--- src/rtl/ryuki_datatypes.sv ---
// Shared trace types: the per-instruction trace record and the stage FSM encodings.
package ryuki_datatypes;

    localparam int TS_WIDTH = 32;

    // One completed instruction as seen by the IF, ID and EX stages.
    typedef struct packed {
        logic [31:0] instruction;
        logic [31:0] addr;
        logic [31:0] if_start;
        logic [31:0] if_end;
        logic [31:0] id_start;
        logic [31:0] id_end;
        logic [31:0] ex_start;
        logic [31:0] ex_end;
        logic [31:0] mem_addr;
        logic [31:0] mem_start;
        logic [31:0] mem_end;
    } trace_output;

    typedef enum logic {
        IF_IDLE,
        IF_WAIT_RVALID
    } if_state_t;

    typedef enum logic {
        ID_IDLE,
        ID_DECODE
    } id_state_t;

    typedef enum logic {
        EX_IDLE,
        EX_EXEC
    } ex_state_t;

endpackage

--- src/rtl/trace_record_fifo.sv ---
// Small first-word-fall-through queue of trace records. A push into a full
// queue is ignored (the parent flags it); a pop of an empty queue is ignored.
module trace_record_fifo
    import ryuki_datatypes::*;
#(
    parameter int DEPTH = 4
) (
    input  logic        clk,
    input  logic        rst,
    input  logic        push,
    input  trace_output push_data,
    input  logic        pop,
    output trace_output pop_data,
    output logic        full,
    output logic        empty
);

    localparam int PTR_W = $clog2(DEPTH);

    // Pointers carry one extra bit so full and empty can be told apart.
    logic [PTR_W:0] wr_ptr_reg;
    logic [PTR_W:0] rd_ptr_reg;
    trace_output    mem_reg [DEPTH];

    logic do_push;
    logic do_pop;

    assign empty   = (wr_ptr_reg == rd_ptr_reg);
    assign full    = (wr_ptr_reg[PTR_W] != rd_ptr_reg[PTR_W]) &&
                     (wr_ptr_reg[PTR_W-1:0] == rd_ptr_reg[PTR_W-1:0]);
    assign do_push = push && !full;
    assign do_pop  = pop && !empty;

    // Head record is visible combinationally so a consumer can pop and use it in one cycle.
    assign pop_data = mem_reg[rd_ptr_reg[PTR_W-1:0]];

    // Storage write; contents need no reset because the pointers gate every read.
    always_ff @(posedge clk) begin
        if (do_push) begin
            mem_reg[wr_ptr_reg[PTR_W-1:0]] <= push_data;
        end
    end

    // Pointer update; both may move in the same cycle.
    always_ff @(posedge clk) begin
        if (rst) begin
            wr_ptr_reg <= '0;
            rd_ptr_reg <= '0;
        end else begin
            if (do_push) begin
                wr_ptr_reg <= wr_ptr_reg + 1'b1;
            end
            if (do_pop) begin
                rd_ptr_reg <= rd_ptr_reg + 1'b1;
            end
        end
    end

endmodule

--- src/rtl/pipeline_stage_tracker.sv ---
// Passive IF/ID/EX observer: assembles one trace record per instruction,
// stamping each stage with the parent's cycle counter, and emits it when EX retires.
module pipeline_stage_tracker
    import ryuki_datatypes::*;
#(
    parameter int ADDR_WIDTH  = 32,
    parameter int DATA_WIDTH  = 32,
    parameter int QUEUE_DEPTH = 4
) (
    input  logic                  clk,
    input  logic                  rst,
    input  logic [31:0]           counter,
    input  logic                  if_busy,
    input  logic                  if_ready,
    input  logic                  instr_req,
    input  logic                  instr_grant,
    input  logic                  instr_rvalid,
    input  logic [ADDR_WIDTH-1:0] instr_addr,
    input  logic [DATA_WIDTH-1:0] instr_rdata,
    input  logic                  is_decoding,
    input  logic                  jump_done,
    input  logic                  ex_ready,
    input  logic                  data_req_i,
    input  logic                  data_gnt_i,
    input  logic                  data_rvalid_i,
    input  logic [ADDR_WIDTH-1:0] data_addr_i,
    output logic                  ex_data_ready,
    output trace_output           ex_data_o,
    output logic                  trace_overflow
);

    // IF stage status is not needed to delimit records; the memory handshake does that.
    logic unused_if_status;
    assign unused_if_status = if_busy ^ if_ready;

    // ---------------- IF stage ----------------
    if_state_t   if_state_reg;
    logic [31:0] if_addr_reg;
    logic [31:0] if_start_reg;
    logic        if_push;
    trace_output if_push_data;

    logic        if_full;
    logic        if_empty;
    logic        id_pop;
    trace_output if_pop_data;

    assign if_push = (if_state_reg == IF_WAIT_RVALID) && instr_rvalid;

    // Record handed to the IF queue when the instruction data returns.
    always_comb begin
        if_push_data             = '0;
        if_push_data.instruction = 32'(instr_rdata);
        if_push_data.addr        = if_addr_reg;
        if_push_data.if_start    = if_start_reg;
        if_push_data.if_end      = counter;
    end

    // IF FSM: open a record on req&grant, close it on rvalid; both in one cycle chain back-to-back fetches.
    always_ff @(posedge clk) begin
        if (rst) begin
            if_state_reg <= IF_IDLE;
            if_addr_reg  <= '0;
            if_start_reg <= '0;
        end else begin
            case (if_state_reg)
                IF_IDLE: begin
                    if (instr_req && instr_grant) begin
                        if_addr_reg  <= 32'(instr_addr);
                        if_start_reg <= counter;
                        if_state_reg <= IF_WAIT_RVALID;
                    end
                end
                IF_WAIT_RVALID: begin
                    if (instr_rvalid) begin
                        if (instr_req && instr_grant) begin
                            if_addr_reg  <= 32'(instr_addr);
                            if_start_reg <= counter;
                        end else begin
                            if_state_reg <= IF_IDLE;
                        end
                    end
                end
                default: if_state_reg <= IF_IDLE;
            endcase
        end
    end

    trace_record_fifo #(.DEPTH(QUEUE_DEPTH)) if_queue (
        .clk       (clk),
        .rst       (rst),
        .push      (if_push),
        .push_data (if_push_data),
        .pop       (id_pop),
        .pop_data  (if_pop_data),
        .full      (if_full),
        .empty     (if_empty)
    );

    // ---------------- ID stage ----------------
    id_state_t   id_state_reg;
    trace_output id_rec_reg;
    logic        ex_push;
    trace_output ex_push_data;

    assign id_pop  = (id_state_reg == ID_IDLE) && is_decoding && !if_empty;
    assign ex_push = (id_state_reg == ID_DECODE) && (!is_decoding || jump_done);

    // Record handed to the EX queue when decode finishes.
    always_comb begin
        ex_push_data        = id_rec_reg;
        ex_push_data.id_end = counter;
    end

    // ID FSM: take the oldest fetched record when decode starts, release it when decode ends.
    always_ff @(posedge clk) begin
        if (rst) begin
            id_state_reg <= ID_IDLE;
            id_rec_reg   <= '0;
        end else begin
            case (id_state_reg)
                ID_IDLE: begin
                    if (id_pop) begin
                        id_rec_reg          <= if_pop_data;
                        id_rec_reg.id_start <= counter;
                        id_state_reg        <= ID_DECODE;
                    end
                end
                ID_DECODE: begin
                    if (ex_push) begin
                        id_state_reg <= ID_IDLE;
                    end
                end
                default: id_state_reg <= ID_IDLE;
            endcase
        end
    end

    // ---------------- EX stage ----------------
    logic        ex_full;
    logic        ex_empty;
    logic        ex_pop;
    trace_output ex_pop_data;

    trace_record_fifo #(.DEPTH(QUEUE_DEPTH)) ex_queue (
        .clk       (clk),
        .rst       (rst),
        .push      (ex_push),
        .push_data (ex_push_data),
        .pop       (ex_pop),
        .pop_data  (ex_pop_data),
        .full      (ex_full),
        .empty     (ex_empty)
    );

    ex_state_t   ex_state_reg;
    trace_output ex_rec_reg;
    logic        pending_reg;
    logic        ex_data_ready_reg;
    trace_output ex_data_reg;

    logic        ex_active;
    logic        mem_grant;
    logic        pending_next;
    logic        ex_done;
    trace_output ex_rec_next;

    // The pop cycle already counts as executing, so a single-cycle EX retires in the cycle it starts.
    assign ex_pop    = (ex_state_reg == EX_IDLE) && !ex_empty;
    assign ex_active = ex_pop || (ex_state_reg == EX_EXEC);
    assign mem_grant = data_req_i && data_gnt_i;

    // A new grant keeps the access pending even if an older response lands in the same cycle.
    always_comb begin
        pending_next = pending_reg;
        if (mem_grant) begin
            pending_next = 1'b1;
        end else if (data_rvalid_i) begin
            pending_next = 1'b0;
        end
    end

    assign ex_done = ex_active && ex_ready && !pending_next;

    // Working record for this cycle with any memory handshake folded in.
    always_comb begin
        ex_rec_next = ex_rec_reg;
        if (ex_pop) begin
            ex_rec_next          = ex_pop_data;
            ex_rec_next.ex_start = counter;
        end
        if (pending_reg && data_rvalid_i) begin
            ex_rec_next.mem_end = counter;
        end
        if (mem_grant) begin
            ex_rec_next.mem_addr  = 32'(data_addr_i);
            ex_rec_next.mem_start = counter;
        end
    end

    // EX FSM: track the access window, retire on ex_ready with nothing outstanding, emit a one-cycle strobe.
    always_ff @(posedge clk) begin
        if (rst) begin
            ex_state_reg      <= EX_IDLE;
            ex_rec_reg        <= '0;
            pending_reg       <= 1'b0;
            ex_data_ready_reg <= 1'b0;
            ex_data_reg       <= '0;
        end else begin
            ex_data_ready_reg <= 1'b0;
            if (ex_active) begin
                if (ex_done) begin
                    ex_data_reg        <= ex_rec_next;
                    ex_data_reg.ex_end <= counter;
                    ex_data_ready_reg  <= 1'b1;
                    ex_state_reg       <= EX_IDLE;
                    pending_reg        <= 1'b0;
                end else begin
                    ex_rec_reg   <= ex_rec_next;
                    pending_reg  <= pending_next;
                    ex_state_reg <= EX_EXEC;
                end
            end
        end
    end

    // Sticky flag for any record lost to a full queue.
    logic trace_overflow_reg;
    always_ff @(posedge clk) begin
        if (rst) begin
            trace_overflow_reg <= 1'b0;
        end else if ((if_push && if_full) || (ex_push && ex_full)) begin
            trace_overflow_reg <= 1'b1;
        end
    end

    assign ex_data_ready  = ex_data_ready_reg;
    assign ex_data_o      = ex_data_reg;
    assign trace_overflow = trace_overflow_reg;

endmodule

--- config.mk ---
export PLATFORM = sky130hd
export DESIGN_NAME = pipeline_stage_tracker
export DESIGN_NICKNAME = d
export VERILOG_FILES = /design/src/rtl/ryuki_datatypes.sv /design/src/rtl/trace_record_fifo.sv /design/src/rtl/pipeline_stage_tracker.sv
export SDC_FILE = /design/constraint.sdc
export NUM_CORES = 2
export LEC_CHECK = 0
export ABC_AREA = 1
export CAP_MARGIN = 20
export CORE_ASPECT_RATIO = 1.25
export CORE_MARGIN = 2
export CORE_UTILIZATION = 55
export DETAILED_ROUTE_END_ITERATION = 8
export GPL_ROUTABILITY_DRIVEN = 1
export PLACE_DENSITY = 0.85
export SLEW_MARGIN = 40
export SYNTH_ARGS = -nofsm -noshare
export SYNTH_HDL_FRONTEND = slang
export SYNTH_SLANG_ARGS = --single-unit
--- constraint.sdc ---
create_clock -name clk -period 12.9 [get_ports clk]
set_clock_uncertainty 0.15 [all_clocks]
set_input_delay 2.58 -clock clk [delete_from_list [all_inputs] [get_ports clk]]
set_output_delay 2.58 -clock clk [all_outputs]
set_load 0.05 [all_outputs]
* After elaboration in Yosys (flattened, before gate mapping)
Memory sizes are Yosys's and may differ from the RTL's. A register that Yosys moved wholly into a read port is not among the register bits.
Index checks and enable logic that the tools add are counted.
** Storage, ports and cells
- Output and inout bits :: 354
- Memories kept :: 2
- Register bits :: 978
- Logic and storage cells :: 116
- RAM bits :: 1920
** Cells by class
- Add/subtract/negate cells :: 4
- Bitwise gates (word level) :: 5
- Equality and inequality tests :: 7
- Mux-type cells :: 26
- Reduce and logical (&&, ||, !) cells :: 32
** Memories
- ex_queue.mem_reg :: depth 4, bits a word 352, rd ports 1, clocked after memory_dff 1, wr ports 1, line trace_record_fifo.sv:23 : trace_output mem_reg [DEPTH];
- if_queue.mem_reg :: depth 4, bits a word 128, rd ports 1, clocked after memory_dff 1, wr ports 1, line trace_record_fifo.sv:23
** Operator list (number)
- two-way mux 352 bit :: 1
- two-way mux 32 bit :: 5
- case mux 32 bit (2 select lines) :: 2
- two-way mux 64 bit :: 1
- logical AND 1 bit :: 18
- two-way mux 1 bit :: 13
- adder 3 x 1 -> 3 bit (second input constant) :: 4
- == test 3 bit :: 2
- logical NOT 1 bit :: 6
- AND reduction 2 bit :: 3
- NOT 1 bit :: 5
- == test 2 bit :: 2
- two-way mux 2 bit :: 2
- case mux 1 bit (2 select lines) :: 2
- logical OR 1 bit :: 3
- AND reduction 3 bit :: 1
- inequality test 1 bit :: 2
- inequality test 2 bit (second input constant) :: 1
- OR reduction 2 bit :: 1

* Longest topological paths before layout
- Depth after elaboration :: 8
- Depth in mapped cells :: 12
- Mapped depth without buffers :: 10

* By module
Synthesis repeated with hierarchy kept, for this count alone.
** Unflattened totals
- Cell total of the unflattened synthesis :: 14220
- Area, all modules :: 150450.5 sq um
** Modules (own cells, without submodules)
- trace_record_fifo (if_queue) :: cells each 3477, area an instance 52198.8 sq um, instances 1
- trace_record_fifo (ex_queue) :: cells each 3477, area an instance 52197.6 sq um, instances 1
- pipeline_stage_tracker :: cells each 7266, area an instance 46054.2 sq um, instances 1

* Worst setup path before layout
Ideal clock, no wire load.
- Path type :: in2reg
- From :: input port jump_done
- To :: memory ex_queue.mem_reg[0][160] (netlist name), enable pin
- Data required time :: 12.002 ns
- Slack :: 0.850 ns
- Data arrival time :: 11.152 ns
- Setup time :: 0.748 ns
- Buffers on the path :: 0
- Stages :: 4
- Cells stage by stage :: inv_1 a21boi_0 nand2_1 nor2_1
** Between the ends
- Word-level cells in the longest chain between the ends :: 5
** RTL lines
- from (decl) :: line pipeline_stage_tracker.sv:21 : input logic jump_done,
- logical OR 1 bit :: line pipeline_stage_tracker.sv:107 : assign ex_push = (id_state_reg == ID_DECODE) && (!is_decoding || jump_done);
- logical AND 1 bit :: line pipeline_stage_tracker.sv:107
- logical AND 1 bit :: line trace_record_fifo.sv:31 : assign do_push = push && !full;
- two-way mux 1 bit :: line trace_record_fifo.sv:39 : if (do_push) begin
- two-way mux 1 bit (not written as such) :: line trace_record_fifo.sv:40 : mem_reg[wr_ptr_reg[PTR_W-1:0]] <= push_data;
- to (decl) :: line trace_record_fifo.sv:23
No other way between the ends.

* Worst setup path in the final report
- From :: input port data_gnt_i
- To :: register ex_data_reg, in the netlist ex_data_o[293]
** Between the ends
- Word-level cells in the longest chain between the ends :: 5
** RTL lines
- from (decl) :: line pipeline_stage_tracker.sv:24 : input logic data_gnt_i,
- logical AND 1 bit :: line pipeline_stage_tracker.sv:171 : assign mem_grant = data_req_i && data_gnt_i;
- two-way mux 1 bit :: line pipeline_stage_tracker.sv:176 : if (mem_grant) begin
- logical NOT 1 bit :: line pipeline_stage_tracker.sv:183 : assign ex_done = ex_active && ex_ready && !pending_next;
- logical AND 1 bit :: line pipeline_stage_tracker.sv:183
- AND reduction 2 bit (no line)
- to (signal assigned) :: line pipeline_stage_tracker.sv:213 : ex_data_reg <= ex_rec_next;
- to (decl) :: line pipeline_stage_tracker.sv:160 : trace_output ex_data_reg;
No other way between the ends.
A chain may end at the register's enable or synchronous reset.

==> impl_results.md <==
* Final Hold Vio Count at 0
* Synth warn at 0
* Mapped Area at 0.0916 mm²
* H-tree Lvls at 4
* Cell-internal power at 14600 µW
* Reg2Reg Setup Slack at 8.43 ns
* Max reg flops at 768
* Post-synth cell types at 25
* Synth top area share at 0.420
* Worst Setup Start Kind: primary input
* Final period util at 0.435
* Crit path from: data_gnt_i
* CTS Buffer Depth at 3
* Critical R2R Launch: ex_state_reg
* Sequential power share at 0.386
* Power Total at 23900 µW
* Status: completed
* Fin area at 0.105 mm²
* Unrepaired setup endpoints after global routing: no
* Clk slew on worst S/H paths at 0.06 ns
* Placement Cell Area at 0.0976 mm²
* IO Pins at 495
* Share of cells above drive strength 1 at 0.0417
* Sequential-to-total area share from yosys stat at 0.620
* CP Capture Type: flip-flop
* DRT Pass-1 Iters at 7
* Sw Ratio at 0.390
* Antenna Nets Post-Route at 0
* Synth top area cells: edfxtp_1 42%, dfxtp_1 20%, nand2_1 12%
* Starting Density at 0.553
* Area Growth Syn to Fin at 14.4%
* # nets final at 11186
* FF+latch area at 0.0568 mm²
* Routed wire length per instance at 18.2 µm
* First DRT Iteration DRCs at 8099
* Total routed wirelength at 244 mm
* Die area at 0.170 mm²
* Max FO, Critical Path at 105
* Number of synthesized register bits at 2196
* Die Wd at 369 µm
* Power per cell area at 228 mW/mm²
* Syn_area_per_cell at 8.43 µm²
* Postcts setup bufs at 0
* Max Clock Freq at 178 MHz
* Yosys top cell by area: edfxtp_1
* R2r endpoint: ex_rec_reg[240]
* Total Routing Usage GR at 0.282
* Vias per cell at 5.33
* Max-slew violations at 0
* Initial antenna violation count at 25
* GRT overflow at 0
* Num rows at 167
* CTS tree: done
* Sinks on Clock Net at 2196
* First-pass GRT wire length at 374 mm
* Largest net degree at the start of global routing at 184
* Worst Hold Slack at 0.315 ns
* Core box area at 0.165 mm²
* Worst Setup Path Type: in -> reg
* VDD IR max at 0.000182 V
* Placed wire-length estimate at 139 mm
* Leak pwr at 0.0461 µW
* Fill cells at 12422
* Worst EP required at 13.46 ns
* CTS root buf: clkbuf_16
* Vias in the first global route at 70380
* Logic pwr share at 0.355
* Worst Tran Pin Value at 0.955 ns
* Synthesized instance count at 10861
* TritonCTS Buffers at 200
* Max-Cap Viols at 0
* Worst skew pair latency at 0.86 ns
* Port Buf Inserts at 492
* Most frequent cells in the layout: 3034 x nand2_1, 2225 x nor2_1, 1433 x inv_1
* Area of the multi-input gates at 0.0267 mm²
* Die height at 460 µm
* Commonest non-fill, non-tap cell in the layout: nand2_1
* Final setup TNS at 0 ns
* CTS resizes at 0
* Synthesized net count at 11012
* Hold buffer count at CTS at 0
* # setup viols final at 0
* Clock power share at 0.260
* Drt drc at 0
* Routability cong. at 0.816
* Crit path DAT at 6.17 ns
* Relative slew slack at 0.363
* Final Util at 0.633
* Tmin final at 5.62 ns
* R2R cell count at 9
* CP endpoint: ex_data_o[293]
* Net Sw Power at 9320 µW
* Hold crit path type: reg -> reg
* Vias at 71459
==> worst min-delay path by stage <==
| stage | start | endpoint | cells after the start |
|---|---|---|---|
| after floorplan | if_state_reg | if_state_reg | 2 |
| after global placement | ex_data_o[121] | ex_data_o[121] | 2 |
| after detailed placement | ex_data_o[98] | ex_data_o[98] | 2 |
| after CTS | ex_data_o[119] | ex_data_o[119] | 2 |
| after global routing | ex_data_o[96] | ex_data_o[96] | 2 |
| final | ex_data_o[104] | ex_data_o[104] | 2 |
==> power groups by stage <==
stage	registers, µW	clock network, µW	logic, µW
floorplan	10300	0	4890
global placement	9280	0	7960
detailed placement	9340	0	8280
CTS	9200	6240	8370
global route	9320	6520	9310
finish	9210	6200	8470
==> stage by stage <==
| step | setup WS [ns] | instances |
|---|---|---|
| 6_report | 7.28 | 13410 |
| 5_1_grt | 7.05 | 13407 |
| 4_1_cts | 7.15 | 13399 |
| 3_5_place_dp | 6.25 | 13023 |
| 3_3_place_gp | 6.34 | 13012 |
| 2_1_floorplan | 0.850 | 10861 |
==> area by class of cell <==
type                            count  share of cell area
Tap cell                         2197              0.0262
Sequential cell                  2196               0.542
Clock inverter                    120              0.0138
Clock buffer                      256              0.0522
Timing Repair Buffer              590              0.0583
Antenna cell                        4           0.0000956
Multi-Input combinational cell   6602               0.255
Inverter                         1445              0.0522
==> layer usage <==
| layer | wire length, µm | vias up | GRT usage | share of wire |
|---|---|---|---|---|
| li1 | - | 33826 | - | - |
| met1 | 89200 | 33305 | 0.338 | 0.37 |
| met2 | 115000 | 3559 | 0.467 | 0.47 |
| met3 | 27000 | 739 | 0.0712 | 0.11 |
| met4 | 13000 | 30 | 0.150 | 0.053 |
| met5 | 195 | - | 0 | 0.00080 |
==> critical path: stages <==
cell and delay (ns):
clkdlybuf4s50_1 0.51, nand2_1 0.10, nand2_1 0.07, inv_1 0.05, nand2_1 0.12, clkinv_1 0.08
buf_4 0.26, nand2_8 0.43, buf_12 0.39, buf_16 0.40, buf_4 0.64, nand2_1 0.11
nand2_1 0.09, nor2_1 0.05
==> cells by family (layout without fill, tap and decap cells) <==
logic type      count (synthesis)  after routing  share of synthesized area
simple gates                 5926           5926                      0.252
flops                        2196           2196                      0.620
buf+inv                      2063           2411                     0.0895
compound gates                659            659                     0.0361
fa+ha+maj                      10             10                    0.00137
xor+xnor                        7              7                   0.000670
other cells                     0              4                          0
==> Yosys cell counts <==
cell and n:
nor2_1 2233, buf_6 4, nand3b_1 2, xor2_1 4
edfxtp_1 1280, buf_1 36, a21oi_1 42, nand2_2 2
nand3_1 649, buf_4 26, clkinv_1 1, buf_2 256
o21ai_0 495, nand2_8 1, dfxtp_1 916, ha_1 10
clkbuf_1 296, a21boi_0 1, nand2_1 3037, o21ai_1 121
xnor2_1 3, inv_2 6, nand4_4 1, inv_1 1438
nand4_1 1
No activity file was read; power rests on OpenSTA's default activity.
